==> src/rtl/pc_pkg.sv <==
// Shared definitions for the program-counter stage: redirect source codes,
// default vectors and a small source-classification helper.
package pc_pkg;

    // Encoding doubles as priority: a larger code wins.
    typedef enum logic [1:0] {
        SRC_SEQ    = 2'd0,
        SRC_JUMP   = 2'd1,
        SRC_BRANCH = 2'd2,
        SRC_EXC    = 2'd3
    } pc_src_e;

    localparam logic [31:0] DEF_RESET_VECTOR = 32'h0000_0000;
    localparam logic [31:0] DEF_EXC_VECTOR   = 32'h8000_0180;
    localparam int unsigned DEF_INC          = 32'd4;

    function automatic logic src_checks_align(input pc_src_e src);
        return (src == SRC_BRANCH) || (src == SRC_JUMP);
    endfunction

endpackage

==> src/rtl/pc_unit_if.sv <==
// Request/result bundle between the pipeline control and the PC stage.
// The master drives redirect requests; the slave (pc_unit) returns the fetch PC.
interface pc_unit_if #(
    parameter int unsigned WIDTH = 32
);
    logic             PCWrite;
    logic             BranchTaken;
    logic [WIDTH-1:0] BranchTarget;
    logic             Jump;
    logic [WIDTH-1:0] JumpTarget;
    logic             Exception;
    logic [WIDTH-1:0] ExcPC;
    logic [WIDTH-1:0] PCResult;
    logic [WIDTH-1:0] PCPlusInc;
    logic             FetchValid;
    logic [WIDTH-1:0] EPC;
    logic             AlignErr;

    modport master (
        output PCWrite, BranchTaken, BranchTarget, Jump, JumpTarget, Exception, ExcPC,
        input  PCResult, PCPlusInc, FetchValid, EPC, AlignErr
    );

    modport slave (
        input  PCWrite, BranchTaken, BranchTarget, Jump, JumpTarget, Exception, ExcPC,
        output PCResult, PCPlusInc, FetchValid, EPC, AlignErr
    );

endinterface

==> src/rtl/pc_redirect_buf.sv <==
// Single-entry pending-redirect holder used while the PC is stalled.
// A new request replaces the stored one only if its priority is not lower.
module pc_redirect_buf
    import pc_pkg::*;
#(
    parameter int unsigned WIDTH = 32
) (
    input  logic             clk_i,
    input  logic             rst_i,
    input  logic             clear_i,
    input  logic             wr_en_i,
    input  pc_src_e          wr_src_i,
    input  logic [WIDTH-1:0] wr_target_i,
    output logic             valid_o,
    output pc_src_e          src_o,
    output logic [WIDTH-1:0] target_o
);

    logic             valid_q,  valid_d;
    pc_src_e          src_q,    src_d;
    logic [WIDTH-1:0] target_q, target_d;

    // Next-state: clear wins, else accept an equal-or-higher priority write.
    always_comb begin
        valid_d  = valid_q;
        src_d    = src_q;
        target_d = target_q;
        if (clear_i) begin
            valid_d  = 1'b0;
            src_d    = SRC_SEQ;
            target_d = '0;
        end else if (wr_en_i && (!valid_q || (wr_src_i >= src_q))) begin
            valid_d  = 1'b1;
            src_d    = wr_src_i;
            target_d = wr_target_i;
        end else begin
            valid_d  = valid_q;
        end
    end

    // Pending-entry state register with synchronous reset.
    always_ff @(posedge clk_i) begin
        if (rst_i) begin
            valid_q  <= 1'b0;
            src_q    <= SRC_SEQ;
            target_q <= '0;
        end else begin
            valid_q  <= valid_d;
            src_q    <= src_d;
            target_q <= target_d;
        end
    end

    assign valid_o  = valid_q;
    assign src_o    = src_q;
    assign target_o = target_q;

endmodule

==> src/rtl/pc_unit.sv <==
// Program-counter stage: next-PC selection over exception/branch/jump/pending/
// sequential sources, stall buffering, EPC capture and target alignment.
// Define PC_TRACE_EN to print every PC update in simulation.
module pc_unit
    import pc_pkg::*;
#(
    parameter int unsigned      WIDTH        = 32,
    parameter logic [WIDTH-1:0] RESET_VECTOR = WIDTH'(DEF_RESET_VECTOR),
    parameter logic [WIDTH-1:0] EXC_VECTOR   = WIDTH'(DEF_EXC_VECTOR),
    parameter int unsigned      INC          = DEF_INC
) (
    input logic      Clk,
    input logic      Reset,
    pc_unit_if.slave bus
);

    // Bits below the increment granularity must be zero in any fetch target.
    localparam logic [WIDTH-1:0] ALIGN_MASK = WIDTH'(INC - 32'd1);

    logic [WIDTH-1:0] pc_q, pc_d;
    logic [WIDTH-1:0] epc_q, epc_d;
    logic             fetch_valid_q, fetch_valid_d;
    logic             align_err_q, align_err_d;

    logic             live_valid_s;
    pc_src_e          live_src_s;
    logic [WIDTH-1:0] live_tgt_s;

    logic             pend_valid_s;
    pc_src_e          pend_src_s;
    logic [WIDTH-1:0] pend_tgt_s;

    pc_src_e          sel_src_s;
    logic [WIDTH-1:0] sel_tgt_s;
    logic [WIDTH-1:0] pc_plus_inc_s;
    logic             misalign_s;

    assign pc_plus_inc_s = pc_q + WIDTH'(INC);

    // Highest-priority request presented this cycle.
    always_comb begin
        live_valid_s = 1'b0;
        live_src_s   = SRC_SEQ;
        live_tgt_s   = '0;
        if (bus.Exception) begin
            live_valid_s = 1'b1;
            live_src_s   = SRC_EXC;
            live_tgt_s   = EXC_VECTOR;
        end else if (bus.BranchTaken) begin
            live_valid_s = 1'b1;
            live_src_s   = SRC_BRANCH;
            live_tgt_s   = bus.BranchTarget;
        end else if (bus.Jump) begin
            live_valid_s = 1'b1;
            live_src_s   = SRC_JUMP;
            live_tgt_s   = bus.JumpTarget;
        end else begin
            live_valid_s = 1'b0;
        end
    end

    pc_redirect_buf #(
        .WIDTH (WIDTH)
    ) u_redirect_buf (
        .clk_i       (Clk),
        .rst_i       (Reset),
        .clear_i     (bus.PCWrite),
        .wr_en_i     (!bus.PCWrite && live_valid_s),
        .wr_src_i    (live_src_s),
        .wr_target_i (live_tgt_s),
        .valid_o     (pend_valid_s),
        .src_o       (pend_src_s),
        .target_o    (pend_tgt_s)
    );

    // Next-PC selection, alignment forcing and the remaining next-state terms.
    always_comb begin
        sel_src_s = SRC_SEQ;
        sel_tgt_s = pc_plus_inc_s;
        if (live_valid_s) begin
            sel_src_s = live_src_s;
            sel_tgt_s = live_tgt_s;
        end else if (pend_valid_s) begin
            sel_src_s = pend_src_s;
            sel_tgt_s = pend_tgt_s;
        end else begin
            sel_src_s = SRC_SEQ;
        end

        misalign_s = src_checks_align(sel_src_s) && ((sel_tgt_s & ALIGN_MASK) != '0);

        if (bus.PCWrite) begin
            pc_d        = src_checks_align(sel_src_s) ? (sel_tgt_s & ~ALIGN_MASK) : sel_tgt_s;
            align_err_d = misalign_s;
        end else begin
            pc_d        = pc_q;
            align_err_d = 1'b0;
        end

        fetch_valid_d = fetch_valid_q | bus.PCWrite;

        if (bus.Exception) begin
            epc_d = bus.ExcPC;
        end else begin
            epc_d = epc_q;
        end
    end

    // Architectural PC-stage registers; reset overrides every request.
    always_ff @(posedge Clk) begin
        if (Reset) begin
            pc_q          <= RESET_VECTOR;
            epc_q         <= '0;
            fetch_valid_q <= 1'b0;
            align_err_q   <= 1'b0;
        end else begin
            pc_q          <= pc_d;
            epc_q         <= epc_d;
            fetch_valid_q <= fetch_valid_d;
            align_err_q   <= align_err_d;
        end
    end

    assign bus.PCResult   = pc_q;
    assign bus.PCPlusInc  = pc_plus_inc_s;
    assign bus.FetchValid = fetch_valid_q;
    assign bus.EPC        = epc_q;
    assign bus.AlignErr   = align_err_q;

`ifdef PC_TRACE_EN
    // Simulation trace of each PC update.
    always_ff @(posedge Clk) begin
        if (!Reset && bus.PCWrite) begin
            $display("PC=%h%s", pc_d, (sel_src_s != SRC_SEQ) ? " REDIR" : "");
        end
    end
`else
`endif

endmodule

==> src/flat_wrapper.sv <==
// flat-port wrapper written by rule: the top's interface ports become plain ports
module pc_unit_flat import pc_pkg::*;
#(
    parameter int unsigned      WIDTH        = 32,
    parameter logic [WIDTH-1:0] RESET_VECTOR = WIDTH'(DEF_RESET_VECTOR),
    parameter logic [WIDTH-1:0] EXC_VECTOR   = WIDTH'(DEF_EXC_VECTOR),
    parameter int unsigned      INC          = DEF_INC
)
  (Clk, Reset, bus_PCWrite, bus_BranchTaken, bus_BranchTarget, bus_Jump, bus_JumpTarget, bus_Exception, bus_ExcPC, bus_PCResult, bus_PCPlusInc, bus_FetchValid, bus_EPC, bus_AlignErr);
  pc_unit_if #(.WIDTH(WIDTH)) bus_i ();
  input logic Clk;
  input logic Reset;
  input wire logic [$bits(bus_i.PCWrite)-1:0] bus_PCWrite;
  input wire logic [$bits(bus_i.BranchTaken)-1:0] bus_BranchTaken;
  input wire logic [$bits(bus_i.BranchTarget)-1:0] bus_BranchTarget;
  input wire logic [$bits(bus_i.Jump)-1:0] bus_Jump;
  input wire logic [$bits(bus_i.JumpTarget)-1:0] bus_JumpTarget;
  input wire logic [$bits(bus_i.Exception)-1:0] bus_Exception;
  input wire logic [$bits(bus_i.ExcPC)-1:0] bus_ExcPC;
  output wire logic [$bits(bus_i.PCResult)-1:0] bus_PCResult;
  output wire logic [$bits(bus_i.PCPlusInc)-1:0] bus_PCPlusInc;
  output wire logic [$bits(bus_i.FetchValid)-1:0] bus_FetchValid;
  output wire logic [$bits(bus_i.EPC)-1:0] bus_EPC;
  output wire logic [$bits(bus_i.AlignErr)-1:0] bus_AlignErr;
  assign bus_i.PCWrite = bus_PCWrite;
  assign bus_i.BranchTaken = bus_BranchTaken;
  assign bus_i.BranchTarget = bus_BranchTarget;
  assign bus_i.Jump = bus_Jump;
  assign bus_i.JumpTarget = bus_JumpTarget;
  assign bus_i.Exception = bus_Exception;
  assign bus_i.ExcPC = bus_ExcPC;
  assign bus_PCResult = bus_i.PCResult;
  assign bus_PCPlusInc = bus_i.PCPlusInc;
  assign bus_FetchValid = bus_i.FetchValid;
  assign bus_EPC = bus_i.EPC;
  assign bus_AlignErr = bus_i.AlignErr;
  pc_unit #(.WIDTH(WIDTH), .RESET_VECTOR(RESET_VECTOR), .EXC_VECTOR(EXC_VECTOR), .INC(INC)) u_core (.Clk(Clk), .Reset(Reset), .bus(bus_i));
endmodule
==> config.mk <==
export PLATFORM = sky130hd
export DESIGN_NAME = pc_unit_flat
export DESIGN_NICKNAME = d
export VERILOG_FILES = /design/src/rtl/pc_pkg.sv /design/src/rtl/pc_unit_if.sv /design/src/rtl/pc_redirect_buf.sv /design/src/rtl/pc_unit.sv /design/src/flat_wrapper.sv
export SDC_FILE = /design/constraint.sdc
export NUM_CORES = 1
export LEC_CHECK = 0
export ABC_AREA = 1
export CAP_MARGIN = 20
export CORE_MARGIN = 3
export CORE_UTILIZATION = 45
export CTS_BUF_LIST = sky130_fd_sc_hd__clkbuf_4
export CTS_CLUSTER_DIAMETER = 100
export CTS_CLUSTER_SIZE = 28
export DETAILED_ROUTE_END_ITERATION = 16
export DONT_BUFFER_PORTS = 1
export PLACE_DENSITY = 0.61
export REMOVE_ABC_BUFFERS = 1
export SKIP_CTS_REPAIR_TIMING = 1
export SLEW_MARGIN = 20
export SYNTH_ARGS = -nofsm -noshare
export SYNTH_HDL_FRONTEND = slang
export SYNTH_SLANG_ARGS = --single-unit
export TNS_END_PERCENT = 50
==> constraint.sdc <==
create_clock -name Clk -period 3.5 [get_ports Clk]
set_clock_uncertainty 0.2 [all_clocks]
set_input_delay 0.7 -clock Clk [delete_from_list [all_inputs] [get_ports Clk]]
set_output_delay 0.7 -clock Clk [all_outputs]
set_load 0.01 [all_outputs]
# Yosys cells after proc, flatten, opt, wreduce, memory -nomap -nowiden
# Index checks and enable logic that the tools add are counted.
[classes]
addsub = 1
n_lt_le_gt_ge = 1
eq_ne = 2
mux = 14
bitwise_logic = 2
n_reduce_logical = 10
[ops]
columns = ["cell", "count"]
rows = [
  ["$mux 32", 5],
  ["$add 32x3->32 const B", 1],
  ["$reduce_bool 32->1", 1],
  ["$mux 2", 5],
  ["$mux 1", 4],
  ["$reduce_or 2->1", 2],
  ["$logic_and 1x1->1", 3],
  ["$eq 2x1->1 const B", 1],
  ["$eq 2x2->1 const B", 1],
  ["$ge 2x2->1", 1],
  ["$logic_not 1->1", 2],
  ["$logic_or 1x1->1", 2],
  ["$not 1->1", 1],
  ["$or 1x1->1", 1],
]
[totals]
register_bits = 101
inputBits = 102

# Logic depth before layout (Yosys ltp)
# Gate-level depths: netlist (run 1).
[logic_depth]
ltp_word = 7
depth_mapped = 13
depth_no_buf = 12

# By module
# Synthesis (run 1) repeated with hierarchy kept, for this count alone.
[unflattened]
hier_cells = 969
hier_area_um2 = 6077.1
[by_module_without_submodules]
columns = ["mod", "instances", "cells_each", "area_each_um2", "seq_area_each_um2"]
rows = [
  ["pc_unit", 1, 735, 4396.7, 1321.3],
  ["pc_redirect_buf", 1, 234, 1680.4, 700.7],
]

# Worst setup path after synthesis (run 1)
# OpenSTA, ideal clock, no wires.
[synth_timing]
kind = "input -> register"
start = "input bus_BranchTaken"
end = "register u_core.u_redirect_buf.target_q[18] (netlist: u_core.u_redirect_buf.target_o[18])"
setup_ps = 122
arrival_time_ps = 2084
t_required_ps = 3178
path_slack_ps = 1094
cell_stages = 12
n_path_buf = 3
cell_sequence = "buf_4 nor2_4 nor2_1 ha_1 o21ai_0 nand2_1 nand3_2 inv_2 buf_6 buf_2 o21ai_0 a21oi_1"
[synth_between]
elab_chain_len = 5
word_cells_on_any_way = 10
classes_between = "1 x order compare; 6 x mux; 3 x reduce/logical"
[synth_lines]
columns = ["item", "line_no", "rtl"]
rows = [
  ["from (decl)", "flat_wrapper.sv:14", "input wire logic [$bits(bus_i.BranchTaken)-1:0] bus_BranchTaken;"],
  ["$mux 2", "pc_unit.sv:49", "end else if (bus.BranchTaken) begin"],
  ["$mux 2", "pc_unit.sv:45", "if (bus.Exception) begin"],
  ["$ge 2x2->1", "pc_redirect_buf.sv:32", "end else if (wr_en_i && (!valid_q || (wr_src_i >= src_q))) begin"],
  ["$logic_or 1x1->1", "pc_redirect_buf.sv:32", ""],
  ["$logic_and 1x1->1", "pc_redirect_buf.sv:32", ""],
  ["to (signal assigned)", "pc_redirect_buf.sv:50", "target_q <= target_d;"],
  ["to (decl)", "pc_redirect_buf.sv:21", "logic [WIDTH-1:0] target_q, target_d;"],
]
# Several ways; a longest one is shown, not always the timed one.
# A chain may end at the register's enable or synchronous reset.

# Final worst setup path (run 1)
[layout_timing]
start = "register u_core.pc_q[2] (netlist: u_core.bus.PCResult[2])"
end = "output bus_PCPlusInc[26]"
[layout_between]
elab_chain_len = 1
[layout_lines]
columns = ["item", "line_no", "rtl"]
rows = [
  ["from (decl)", "pc_unit.sv:20", "logic [WIDTH-1:0] pc_q, pc_d;"],
  ["from (signal assigned)", "pc_unit.sv:117", "pc_q <= pc_d;"],
  ["$add 32x3->32", "pc_unit.sv:38", "assign pc_plus_inc_s = pc_q + WIDTH'(INC);"],
  ["to (decl)", "flat_wrapper.sv:21", "output wire logic [$bits(bus_i.PCPlusInc)-1:0] bus_PCPlusInc;"],
]
# Every way passes these cells.

==> results.cfg, run 1 <==
[outcome]
status = complete, no violations

[floorplan]
die_y_um = 116
dieArea_mm2 = 0.0135
core_area_mm2 = 0.0117
rows = 39
die_width_um = 116
ios = 200
start_util_pct = 46.9

[critical_path]
crit_path_max_incr_delay_ps = 490
cp-start-kind = flip-flop
critPathArrivalTime_ps = 2110
crit_chain = ha_1 -> nand2_1 -> nor2_2 -> nand2_4 -> nor2_4 -> nand2_1 -> nand2_1 -> and2_1
worstPathMaxFanout = 7
cp-end-kind = output pin
crit_family = simple AND/OR/NAND/NOR gates
crit_buf_inv = 0
worstSetupPathType = reg -> out
worst_path_most_repeated_cell = nand2_1
cp_slowest_cell = dfxtp_1
cp.required_ps = 2600

[global_routing]
gr-total-overflow = 0
grt_pass1_wl_um = 25000
antenna_found_initial = 0
grt_max_degree = 57
grt_pass1_vias = 4919
groute.usage.overall_pct = 23.7

[synthesis]
synth_top_family_by_area = simple AND/OR/NAND/NOR gates
synth_most_common_cell = nand2_1
yosys.area_share.adder_pct = 0.686
async_reset_ff_share_pct = 0
ys_ff_latch = 101
synth_compound_gate_area_share_pct = 19.0
syn_area_mm2 = 0.00547
seq_area_frac_synth_pct = 36.9
yosys-top-cells-area = dfxtp_1 37%, nand2_1 22%, a21oi_1 9.1%, o21ai_0 4.8%, nor2_1 4.7%
ys.flop_type = dfxtp_1
synth_mux_area_share_pct = 0
synth_top_area_cell = dfxtp_1
synth_top_area_share_pct = 36.9
synth_xor_area_share_pct = 1.28
synthesis.instances = 856
synth-edff-count = 0
yosysWarningCount = 0
synth-simple-area-share_pct = 33.9
synth.distinct_cells = 33
avgSynthCellArea_um2 = 6.39
synthTopCellsByCount = 324 x nand2_1, 101 x dfxtp_1, 99 x a21oi_1

[drt]
met2_length_um = 7240
maxUsedRoutingLayer = met4
vias = 5327
first_pass_iters = 5
routed_via_density = 5.50
drcViolationCount = 0
wl_met3_um = 1580
ant_nets = 0
wl_per_cell_um = 16.8
postRouteWirelength_um = 16200
drt_iter0_markers = 420
met1Wirelength_um = 7010

[sta]
fmaxAchievable_mhz = 332
period_needed_ps = 3010
whs_ps = 97.6
slew_headroom_pct = 42.3
setup_viol = 0
finalHoldViolCount = 0
worst_pin_slew_ps = 866
rsz0062_at_grt = no
post-route-period-util_pct = 86.1
maxSlewViolCount = 0
tns_ps = 0

[final_layout]
design_area_mm2 = 0.00556
diodes = 0
syn2layout_area_growth_pct = 1.58
utilization_pct = 47.7
nNetsFinal = 928
drive_gt1_share_pct = 4.84

[worst_hold_path]
hp-class = in -> reg

[placed_design]
place.gp.congestion = 0.877
portBuffers = 0
dpl.hpwl_um = 11200
dpl-instance-area_mm2 = 0.00547

[clock_network]
clock_path_buffers = 2
cts_root_buffer = clkbuf_4
htree_levels = 3
insertion_delay_ps = 460
cts.sinks = 101
cts_tree = built
cts-buffers-inserted = 9
clk_pin_slew_ps = 150

[power_and_ir_drop]
leakagePower_nw = 2.32
power_w = 0.00208
ir_drop_mv = 0.211
p_per_area_mw_per_mm2 = 375

[run]
cap_violations = 0
stage by stage:
step           cells  worst slack [ps]
5_1_grt          969               265
4_1_cts          969               433
3_3_place_gp     955               668
2_1_floorplan    805              94.3
6_report         969               486
3_5_place_dp     955               517
worst paths after layout:
check,cells past startpoint,to,slack [ps],from
max,8,bus_PCPlusInc[26],490,u_core.bus.PCResult[2]$_SDFFE_PP0P_
min,1,u_core.bus.EPC[21]$_SDFFE_PP0P_,100,Reset
max reg2reg,8,u_core.u_redirect_buf.target_o[14]$_SDFFE_PP0P_,1060,u_core.u_redirect_buf.src_o[1]$_SDFFE_PP0P_
min reg2reg,2,u_core.u_redirect_buf.target_o[3]$_SDFFE_PP0P_,260,u_core.u_redirect_buf.target_o[3]$_SDFFE_PP0P_
cells in the final DEF (no fill, tap or decap), types with 3 or more instances in the layout:
| master | synthesis | layout |
|---|---|---|
| and2_1 | 7 | 7 |
| ha_1 | 3 | 3 |
| nor2_4 | 6 | 7 |
| dfxtp_1 | 101 | 101 |
| nand2_2 | 3 | 3 |
| xnor2_1 | 5 | 5 |
| inv_1 | 52 | 51 |
| a22oi_1 | 3 | 3 |
| clkinv_1 | 1 | 3 |
| nand3_1 | 28 | 28 |
| clkbuf_4 | 0 | 10 |
| buf_4 | 3 | 7 |
| nand3b_1 | 4 | 4 |
| nor2_2 | 6 | 6 |
| o21bai_1 | 3 | 3 |
| xor2_1 | 3 | 3 |
| o21ai_0 | 53 | 53 |
| a21oi_1 | 99 | 99 |
| a211oi_1 | 4 | 4 |
| a22o_1 | 17 | 17 |
| a31oi_1 | 4 | 4 |
| nor2_1 | 68 | 67 |
| nand2_1 | 324 | 324 |
final cells by class:
class	count	area, um2
Fill cell	1211	6100
Multi-Input combinational cell	650	3010
Sequential cell	101	2020
Inverter	54	203
Tap cell	143	179
Clock buffer	10	75.1
Timing Repair Buffer	7	52.6
Clock inverter	4	17.5
where the power goes:
| group | switching, W | internal (W) | leakage, nW |
|---|---|---|---|
| sequential | 0.0000741 | 0.00121 | 0.827 |
| clock | 0.000385 | 0.000141 | 0.0570 |
| combinational | 0.000184 | 0.0000915 | 1.44 |
registers in the layout, indices dropped and copies added (netlist names):
| signal | flops |
|---|---|
| u_core.u_redirect_buf.valid_o | 1 |
| u_core.bus.FetchValid | 1 |
| u_core.bus.PCResult | 32 |
| u_core.u_redirect_buf.target_o | 32 |
| u_core.bus.EPC | 32 |
| u_core.bus.AlignErr | 1 |
| u_core.u_redirect_buf.src_o | 2 |
routing by layer:
layer | global-route usage [%] | vias to the layer above
li1 | - | 2684
met1 | 29.1 | 2388
met2 | 37.8 | 224
met3 | 7.82 | 31
met4 | 10.9 | 0
met5 | 0 | -
cells by family after synthesis:
logic type | count (synthesis)
adder cells (fa/ha/maj) | 3
AO/OA/AOI/OAI | 188
buffers and inverters | 105
AND/OR/NAND/NOR | 451
XOR/XNOR | 8
flip-flops | 101
Power figures use the tool's default switching activity.
==> run 2: changes to the inputs <==
==> constraint.sdc (replaced) <==
create_clock -name Clk -period 3.5 [get_ports Clk]
set_clock_uncertainty 0.2 [all_clocks]
set_input_delay 0.175 -clock Clk [delete_from_list [all_inputs] [get_ports Clk]]
set_output_delay 0.175 -clock Clk [all_outputs]
set_load 0.01 [all_outputs]
==> results.cfg, run 2 (synthesized netlist as in run 1, its figures left out) <==
[global_routing]
grt_pass1_vias = 5036
gr-total-overflow = 0
grt_pass1_wl_um = 25500
groute.usage.overall_pct = 23.8
antenna_found_initial = 0
grt_max_degree = 58

[final_layout]
drive_gt1_share_pct = 4.54
nNetsFinal = 1092
final_common_cell = nand2_1
fill_cells = 1040
final_cell_mix = 324 x nand2_1, 163 x dlygate4sd3_1, 101 x dfxtp_1
diodes = 0
syn2layout_area_growth_pct = 33.6

[power_and_ir_drop]
p_per_area_mw_per_mm2 = 339
ir_drop_mv = 0.231
leakagePower_nw = 3.11

[sta]
whs_ps = 127
setup_viol = 0
post-route-period-util_pct = 87.0
maxSlewViolCount = 0
period_needed_ps = 3040
rsz0062_at_grt = no
tns_ps = 0
slew_headroom_pct = 33.0
fmaxAchievable_mhz = 329
finalHoldViolCount = 0
worst_pin_slew_ps = 1000

[clock_network]
cts_tree = built
cts.sinks = 101
htree_levels = 3
cts-buffers-inserted = 9
insertion_delay_ps = 460
cts_root_buffer = clkbuf_4
clock_path_buffers = 2
clk_pin_slew_ps = 150

[placed_design]
portBuffers = 0
place.gp.congestion = 0.871
dpl.hpwl_um = 11000

[floorplan]
core_area_mm2 = 0.0117
start_util_pct = 46.9
die_width_um = 116
ios = 200
rows = 39
die_y_um = 116
dieArea_mm2 = 0.0135

[run]
cap_violations = 0

[drt]
vias = 6049
ant_nets = 0
drcViolationCount = 0
wl_per_cell_um = 16.7
drt_iter0_markers = 341
first_pass_iters = 5
routed_via_density = 5.33
postRouteWirelength_um = 19000

[critical_path]
cp-end-kind = flip-flop
cp-start-kind = input pin
worstPathMaxFanout = 56
crit_path_max_incr_delay_ps = 710
critPathArrivalTime_ps = 3240
cp_slowest_cell = inv_2
cp.required_ps = 3700
crit_chain = dlygate4sd3_1 -> inv_1 -> nor2_4 -> dlygate4sd3_1 -> nor2_1 -> ha_1 -> o21ai_0 -> nand2_1 -> nand3_2 -> inv_2 -> o21ai_0 -> a31oi_1
worstSetupPathType = in -> reg

[worst_hold_path]
hp-class = in -> reg

[outcome]
status = complete, no violations
-- run 2: cell count changes in the layout (fill, tap and decap cells not counted), sizes merged --
cell / delta
dlygate4sd3: +163
clkinv: -4
clkbuf: +3
bufinv: +2
buf: +1
inv: +1
-- run 2: per-stage QoR --
step / instances / util (%) / total power [W] / setup WS [ps] / cell area [um2]
3_5_place_dp: 953 / 46.7 / 0.00158 / 1080 / 5450
4_1_cts: 969 / 48.2 / 0.00230 / 907 / 5620
5_1_grt: 1135 / 62.7 / 0.00260 / 222 / 7310
3_3_place_gp: 953 / 46.7 / 0.00157 / 1200 / 5450
2_1_floorplan: 805 / - / 0.00149 / 619 / 5230
6_report: 1135 / 62.7 / 0.00248 / 457 / 7310
-- run 2: power breakdown --
part           switching, W  internal, W
Combinational      0.000240     0.000224
Sequential        0.0000773      0.00121
Clock              0.000402     0.000326
-- run 2: final timing paths --
| kind | start | to | slack (ps) | cells past startpoint |
|---|---|---|---|---|
| worst max-delay path | bus_Jump | u_core.u_redirect_buf.target_o[8]$_SDFFE_PP0P_ | 460 | 12 |
| worst min-delay path | bus_BranchTaken | u_core.u_redirect_buf.src_o[1]$_SDFFE_PP0P_ | 130 | 5 |
| worst max register to register | u_core.u_redirect_buf.src_o[1]$_SDFFE_PP0P_ | u_core.u_redirect_buf.target_o[8]$_SDFFE_PP0P_ | 1100 | 8 |
| worst min register to register | u_core.u_redirect_buf.target_o[3]$_SDFFE_PP0P_ | u_core.u_redirect_buf.target_o[3]$_SDFFE_PP0P_ | 260 | 2 |
-- run 2: metal layers --
layer	vias to the layer above	GRT usage, %	part of all wire [%]
met2	258	39.3	46
met1	2749	28.9	43
met5	-	0	0
li1	3017	-	-
met4	0	8.51	1.5
met3	25	7.77	9.1
-- run 2: final cells by class --
type | count | area (um2) | share of cell area, %
clock buffer | 13 | 97.6 | 1.34
clock inverter | 3 | 68.8 | 0.941
multi-input combinational | 650 | 3010 | 41.2
sequential | 101 | 2020 | 27.7
timing repair buffer | 171 | 1730 | 23.7
inverter | 54 | 203 | 2.77
tap | 143 | 179 | 2.45
-- run 2: critical path, delay by kind of cell --
kind,cells,cell delay (ps)
buffers and inverters,4,1900
and+or+nand+nor,4,450
adders and majority gates,1,280
AOI/OAI and AO/OA,3,440
==> run 3: changes to the inputs <==
--- a/config.mk
+++ b/config.mk
@@ -7,6 +7,7 @@
 export LEC_CHECK = 0
 export ABC_AREA = 1
 export CAP_MARGIN = 20
+export CORE_ASPECT_RATIO = 0.8
 export CORE_MARGIN = 3
 export CORE_UTILIZATION = 45
 export CTS_BUF_LIST = sky130_fd_sc_hd__clkbuf_4
==> results.cfg, run 3 (synthesized netlist as in run 1, its figures left out) <==
[run]
cap_violations = 0

[clock_network]
clock_path_buffers = 2
cts_root_buffer = clkbuf_4
insertion_delay_ps = 460
cts_tree = built
clk_pin_slew_ps = 160
cts-buffers-inserted = 9
cts.sinks = 101
htree_levels = 3

[drt]
wl_per_cell_um = 17.0
routed_via_density = 5.36
ant_nets = 0
vias = 6108
drcViolationCount = 0
drt_iter0_markers = 590
first_pass_iters = 5
postRouteWirelength_um = 19400

[critical_path]
worstPathMaxFanout = 56
cp.required_ps = 3690
critPathArrivalTime_ps = 2980
cp-start-kind = input pin
worstSetupPathType = in -> reg
cp-end-kind = flip-flop

[global_routing]
gr-total-overflow = 0
groute.usage.overall_pct = 24.1
antenna_found_initial = 0
grt_pass1_wl_um = 26200
grt_max_degree = 58
grt_pass1_vias = 4979

[final_layout]
final_cell_mix = 324 x nand2_1, 164 x dlygate4sd3_1, 101 x dfxtp_1
utilization_pct = 62.2
nNetsFinal = 1093
syn2layout_area_growth_pct = 32.8
multiInputGateArea_mm2 = 0.00301
regArea_mm2 = 0.00202
fill_cells = 1064
diodes = 0
final_common_cell = nand2_1
drive_gt1_share_pct = 4.33

[sta]
worst_pin_slew_ps = 1100
tns_ps = 0
maxSlewViolCount = 0
setup_viol = 0
finalHoldViolCount = 0
slew_headroom_pct = 26.6
fmaxAchievable_mhz = 359
post-route-period-util_pct = 79.6
layout_setup_ws_ps = 715
rsz0062_at_grt = no
period_needed_ps = 2790

[outcome]
status = complete, no violations

[placed_design]
place.gp.congestion = 0.875
portBuffers = 0
pre_cts_ws_ps = 1040
dpl.hpwl_um = 11200

[power_and_ir_drop]
power_w = 0.00231
comb_power_share_pct = 20.2
ir_drop_mv = 0.177
pwr-share-clk_pct = 24.3
p_int_w = 0.00159
pwr-share-seq_pct = 55.5
leakagePower_nw = 3.07
p_per_area_mw_per_mm2 = 318
switching_power_w = 0.000725
swShare_pct = 31.3

[floorplan]
ios = 200
die_y_um = 105
rows = 35
dieArea_mm2 = 0.0135
core_area_mm2 = 0.0117
start_util_pct = 46.8
die_width_um = 129

[worst_hold_path]
hp-class = in -> reg
==> run 3: cell count changes in the layout (fill, tap and decap cells not counted), sizes merged <==
cell,previous run,this run
clkbuf,13,11
clkinv,1,2
clkinvlp,0,3
bufinv,2,0
inv,54,53
dlygate4sd3,163,164
==> run 3: power by group through the flow <==
stage,Sequential (W),Combinational [W],Clock (W)
after floorplan,0.00129,0.000203,0
after global placement,0.00130,0.000265,0
after detailed placement,0.00131,0.000273,0
after CTS,0.00128,0.000274,0.000577
after global routing,0.00129,0.000515,0.000614
final,0.00128,0.000467,0.000563
==> run 3: stage by stage <==
stage | hold WS, ps | instance area, um2 | std cells
5_1_grt | 12.6 | 7270 | 1140
3_5_place_dp | 50.0 | 5460 | 958
2_1_floorplan | 44.1 | 5230 | 805
4_1_cts | -474 | 5570 | 973
3_3_place_gp | 48.6 | 5460 | 958
6_report | 18.9 | 7270 | 1140
==> run 3: area by class of cell <==
type / count / share of cell area, %
clock buffers: 11 / 1.14
clock inverters: 4 / 0.362
inverters: 54 / 2.79
multi-input cells: 650 / 41.4
flip-flops and latches: 101 / 27.8
well taps: 148 / 2.55
repair buffers: 172 / 23.9
==> run 3: final timing paths <==
kind / start / end / slack, ps / cells after the start
setup / recovery: bus_BranchTaken / u_core.u_redirect_buf.target_o[7]$_SDFFE_PP0P_ / 710 / 11
hold / removal: Reset / u_core.bus.PCResult[9]$_SDFFE_PP0P_ / 20 / 4
setup reg to reg: u_core.u_redirect_buf.src_o[1]$_SDFFE_PP0P_ / u_core.u_redirect_buf.target_o[7]$_SDFFE_PP0P_ / 970 / 8
hold reg to reg: u_core.u_redirect_buf.target_o[3]$_SDFFE_PP0P_ / u_core.u_redirect_buf.target_o[3]$_SDFFE_PP0P_ / 270 / 2
==> run 3: metal layers <==
metal / track usage, % / wire length [um]
met1: 33.1 / 8410
met2: 37.8 / 9260
met3: 5.88 / 1310
met4: 6.75 / 411
met5: 0 / 0
==> run 3: worst max-delay path: stages <==
cell           delay (ps)
buf_12                160
nor2_4                120
dlygate4sd3_1         560
nor2_1                 70
ha_1                  280
o21ai_0                80
nand2_1                80
nand3_2               220
inv_2                 740
o21ai_0               230
a31oi_1               180
